==> config.mk <==
export PLATFORM = sky130hd
export DESIGN_NAME = encoder_16x4
export DESIGN_NICKNAME = d
export VERILOG_FILES = /design/src/rtl/encoder_pkg.sv /design/src/rtl/prio_find_16.sv /design/src/rtl/encoder_16x4.sv
export SDC_FILE = /design/constraint.sdc
export NUM_CORES = 1
export LEC_CHECK = 0
export CAP_MARGIN = 20
export CORE_ASPECT_RATIO = 1.25
export CORE_MARGIN = 5
export CORE_UTILIZATION = 40
export DETAILED_ROUTE_END_ITERATION = 8
export PLACE_DENSITY_LB_ADDON = 0.08
export SLEW_MARGIN = 10
export SYNTH_ARGS = -nofsm -noshare
export SYNTH_HDL_FRONTEND = slang
export SYNTH_SLANG_ARGS = --single-unit
==> constraint.sdc <==
create_clock -name clk -period 2.45 [get_ports clk]
set_input_delay 0.49 -clock clk [delete_from_list [all_inputs] [get_ports clk]]
set_output_delay 0.49 -clock clk [all_outputs]
set_load 0.03 [all_outputs]
==> src/rtl/encoder_pkg.sv <==
// Shared widths, result type and bit-count helper for the 16-to-4 encoder.
// Consumed by encoder_16x4 and prio_find_16.
package encoder_pkg;

    localparam int IN_W   = 16;
    localparam int CODE_W = 4;
    localparam int CNT_W  = 8;
    localparam int POP_W  = $clog2(IN_W + 1);

    localparam logic [CNT_W-1:0] CNT_MAX = CNT_W'(255);

    typedef struct packed {
        logic [CODE_W-1:0] y;
        logic              none;
        logic              multi;
    } enc_result_t;

    function automatic logic [POP_W-1:0] popcount16(input logic [IN_W-1:0] v);
        logic [POP_W-1:0] cnt;
        cnt = '0;
        for (int b = 0; b < IN_W; b++) begin
            cnt = cnt + POP_W'(v[b]);
        end
        return cnt;
    endfunction

endpackage

==> src/rtl/prio_find_16.sv <==
// Combinational circular priority search over a 16-bit request vector,
// scanning upward or downward from i_start with wrap-around.
module prio_find_16
    import encoder_pkg::*;
#(
    parameter bit SEARCH_UP = 1'b0
) (
    input  logic [IN_W-1:0]   i_vec,
    input  logic [CODE_W-1:0] i_start,
    output logic [CODE_W-1:0] o_index,
    output logic              o_found
);

    logic [CODE_W-1:0] w_pos;

    always_comb begin
        o_index = '0;
        o_found = 1'b0;
        w_pos   = i_start;
        // Walk furthest candidate first so the hit nearest i_start overwrites the rest.
        for (int k = IN_W - 1; k >= 0; k--) begin
            w_pos = SEARCH_UP ? (i_start + CODE_W'(k)) : (i_start - CODE_W'(k));
            if (i_vec[w_pos]) begin
                o_index = w_pos;
                o_found = 1'b1;
            end
        end
    end

endmodule

==> src/rtl/encoder_16x4.sv <==
// 16-to-4 priority encoder with one-deep ready/valid output register and multi-hot counter.
// Define ENCODER_ROUND_ROBIN_EN for rotating priority; default is fixed highest-bit-wins.
module encoder_16x4
    import encoder_pkg::*;
(
    input  logic              clk,
    input  logic              rst_n,
    input  logic              en,
    input  logic [IN_W-1:0]   i,
    input  logic              in_valid,
    output logic              in_ready,
    output logic [CODE_W-1:0] y,
    output logic              none,
    output logic              multi,
    output logic              out_valid,
    input  logic              out_ready,
    output logic [CNT_W-1:0]  mh_cnt
);

`ifdef ENCODER_ROUND_ROBIN_EN
    localparam bit SEARCH_UP = 1'b1;
`else
    localparam bit SEARCH_UP = 1'b0;
`endif

    logic              w_accept;
    logic [CODE_W-1:0] w_start;
    logic [CODE_W-1:0] w_index;
    logic              w_found;
    enc_result_t       w_res;

    enc_result_t       r_res_p1;
    logic              r_vld_p1;
    logic [CNT_W-1:0]  r_mh_cnt;

    // A slot frees up when it is empty or being drained on this same edge.
    assign in_ready = en && (!r_vld_p1 || out_ready);
    assign w_accept = in_valid && in_ready;

`ifdef ENCODER_ROUND_ROBIN_EN
    logic [CODE_W-1:0] r_ptr;

    assign w_start = r_ptr;

    always_ff @(posedge clk or negedge rst_n) begin
        if (!rst_n) begin
            r_ptr <= '0;
        end else if (w_accept && w_found) begin
            r_ptr <= w_index + CODE_W'(1);
        end
    end
`else
    assign w_start = CODE_W'(IN_W - 1);
`endif

    prio_find_16 #(
        .SEARCH_UP (SEARCH_UP)
    ) u_find (
        .i_vec   (i),
        .i_start (w_start),
        .o_index (w_index),
        .o_found (w_found)
    );

    always_comb begin
        w_res       = '0;
        w_res.y     = w_found ? w_index : '0;
        w_res.none  = !w_found;
        w_res.multi = (popcount16(i) >= POP_W'(2));
    end

    // Stage p1: registered result and its valid flag.
    always_ff @(posedge clk or negedge rst_n) begin
        if (!rst_n) begin
            r_res_p1 <= '0;
            r_vld_p1 <= 1'b0;
        end else if (w_accept) begin
            r_res_p1 <= w_res;
            r_vld_p1 <= 1'b1;
        end else if (out_ready) begin
            r_vld_p1 <= 1'b0;
        end
    end

    always_ff @(posedge clk or negedge rst_n) begin
        if (!rst_n) begin
            r_mh_cnt <= '0;
        end else if (w_accept && w_res.multi && (r_mh_cnt != CNT_MAX)) begin
            r_mh_cnt <= r_mh_cnt + CNT_W'(1);
        end
    end

    assign y         = r_res_p1.y;
    assign none      = r_res_p1.none;
    assign multi     = r_res_p1.multi;
    assign out_valid = r_vld_p1;
    assign mh_cnt    = r_mh_cnt;

endmodule

==> results by group <==
Run status
  – Status: finished with violations
  – Failing checks: setup timing

Placed design
  – Area of placed instances: 1870 um^2
  – Placer Congestion: ~0.79
  – Post-DP HPWL: ~2600 um
  – Buffers on Ports: 36

Setup path
  – Crit path DAT: ~4 ns
  – CP Data Required Time: between 2 and 3 ns
  – Worst-path maximum fanout: 2
  – Crit start category: primary input
  – Crit path kind: in -> reg
  – CP endpoint kind: flop

Route
  – Router iterations before antenna repair: 4
  – # DRC: 0
  – Antenna Nets Post-Route: 0
  – WL final: roughly 3000 um
  – Via Count: ~1100
  – Post-DR wirelength/cell: approximately 13 um
  – 1st-iter DRT viols: between 40 and 50
  – Via/cell ratio: roughly 4.8

Synth
  – Mapped cell area: around 1200 um^2
  – Ys Warns: 0
  – Syn nets: approximately 160
  – Seq/Total Area, Yosys: 0.301
  – Unique masters post-synth: 40
  – Gate Count Post-Synth: 120
  – Mean post-synth cell area: ~10 um^2
  – #FFs+latches synth: 15

Timing
  – Fin crit period: between 3 and 4 ns
  – Fmax: 261 MHz
  – Fin worst setup slack: -1.38 ns
  – Worst-Margin Slew: just under 0.7 ns
  – Final period util: 1.56
  – Worst Skew: 0.00228 ns
  – # setup viols final: 9
  – Max-slew violation count: 0
  – Unrepaired setup endpoints after global routing: yes
  – Slew HR: 0.541
  – Worst hold slack: about 0.5 ns
  – Hold Violations, Final: 0

CTS
  – CTS H-tree depth: 1
  – CTS Hold Bufs: 0
  – CTS tree: yes
  – Clock transition at path regs: 0.08 ns
  – Num CTS Buffers: 3
  – CTS Root Cell: clkbuf_4
  – Clock latency on the worst-skew pair: around 0.27 ns
  – CTS Sinks: 15
  – Maximum clock insertion buffer count: 2

Die
  – Die Span X: around 60 um
  – Row cnt: 22
  – Core region area: 2970 um^2
  – Chip height: around 72 um
  – Die Area: 4340 um^2
  – Num ports: 37
  – Initial Util: 0.419

Power and ir drop
  – VDD IR max: around 0.5 mV
  – Cell area power density: between 700 and 800 nW/um^2
  – Static leakage: around 0.0009 uW
  – Total Power Consumption: 1390 uW

Layout
  – Commonest non-fill, non-tap cell in the layout: buf_4
  – Most frequent cells in the layout: buf_4 (28), clkdlybuf4s50_1 (27), inv_1 (15), dfrtp_1 (15), fa_1 (9)
  – FILL cells: 267
  – Diode count: 0
  – Core Util, Final: 0.646
  – Layout cell share with drive strength beyond 1: 0.360
  – Synthesis-to-layout area growth: 54.2%
  – Fin area: slightly below 2000 um^2
  – Layout Nets: between 200 and 250

Global routing
  – Congestion Overflow GR: 0
  – Number of global-route vias before repair: ~1200
  – Total GRT Usage: 0.154
  – Largest net degree at the start of global routing: 16
  – Initial antenna violation count: 0
  – First-pass GRT wire length: around 5100 um

Job
  – Max capacitance violation total: 0

Worst hold path
  – Worst Hold Class: reg -> reg
==> worst max-delay path, stage by stage <==
cell and delay (ns):
buf_8 0.09, inv_8 0.03, fa_1 0.57, fa_1 0.45, fa_1 0.48, fa_1 0.52
inv_2 0.05, ha_4 0.15, fa_2 0.54, nor3_4 0.04, a21oi_4 0.13, and2_4 0.16
mux2_4 0.29
==> path summary, 6_finish.rpt <==
check | startpoint | end | slack [ns] | cells after the start
min reg2reg | multi | multi | 0.49 | 1
min | multi | multi | 0.49 | 1
max in group asynchronous | rst_n | multi | 1.39 | 1
max reg2reg | mh_cnt[0] | mh_cnt[1] | 0.79 | 5
min in group asynchronous | rst_n | mh_cnt[5] | 0.63 | 1
max | i[15] | mh_cnt[1] | -1.38 | 13
==> cell families after synthesis <==
logic type | Yosys count | synth area share
flops | 15 | 0.301
simple gates | 37 | 0.198
buf+inv | 25 | 0.0753
compound gates | 18 | 0.132
fa+ha+maj | 17 | 0.231
mux | 2 | 0.0211
xor+xnor | 6 | 0.0422
==> routing by layer <==
layer | global-route usage | wire length [um]
met5 | 0 | 0
met4 | 0.0517 | 12
met3 | 0.0107 | 79
met2 | 0.285 | 1690
met1 | 0.182 | 1200
==> cell type report <==
class / instances / area (um^2) / share of cell area
timing repair buffer: 65 / 569 / 0.296
multi-input combinational: 80 / 802 / 0.417
inverter: 25 / 104 / 0.0540
tap: 36 / 45.0 / 0.0234
clock buffer: 4 / 26.3 / 0.0137
sequential: 15 / 375 / 0.195
==> report_power, final <==
part	internal (uW)	leakage, uW	switching [uW]
Clock	63.0	0.0000150	71.3
Sequential	311	0.000183	69.4
Combinational	426	0.000699	449
Total	800	0.000898	589
==> timing repair <==
action                                  4_1_cts  5_1_grt
resized for setup                            46        8
pin swaps                                    10        8
setup buffers                                 3        0
endpoints found under the setup margin        9        9
==> cell usage after synthesis <==
cell,instances,area (um^2)
nor3_2,1,10.0
nor4_4,1,21.3
o21ai_0,2,10.0
o2111ai_1,1,8.76
nor2b_1,1,6.26
mux2_2,1,11.3
a41oi_4,1,27.5
nor2_1,6,22.5
nand2b_1,1,6.26
xnor2_1,5,43.8
inv_1,25,93.8
mux2_4,1,15.0
nand3_4,1,17.5
nand2b_4,1,13.8
and3_1,3,18.8
a21oi_4,1,16.3
dfrtp_1,15,375
nor3_1,1,5.00
xor2_1,1,8.76
o311ai_0,1,8.76
nand3_1,7,35.0
nor4_2,1,12.5
o211ai_1,1,7.51
a22oi_2,1,12.5
fa_1,10,200
nand3_2,1,10.0
a22o_1,1,8.76
and3_2,1,7.51
a221o_1,1,10.0
a21o_1,1,7.51
nand2_1,6,22.5
a31oi_1,1,6.26
and2_4,1,8.76
and2_1,2,12.5
a21oi_1,4,20.0
nand3b_1,1,7.51
ha_1,7,87.6
o31ai_1,1,7.51
nand4b_1,1,8.76
o22ai_2,1,12.5
==> state kept, by name (all words and copies together), names as in the netlist <==
name / flops
multi: 1
out_valid: 1
y: 4
mh_cnt: 8
none: 1
==> stage by stage <==
stage                     TNS (ns)  setup WS (ns)  instances
after detailed placement    -19.21          -2.19        218
final                       -11.57          -1.38        225
after floorplan             -12.32          -1.59        120
after global placement      -18.76          -2.14        218
after global routing        -12.55          -1.48        225
after CTS                   -12.49          -1.45        225
No activity file was read; power rests on OpenSTA's default activity.
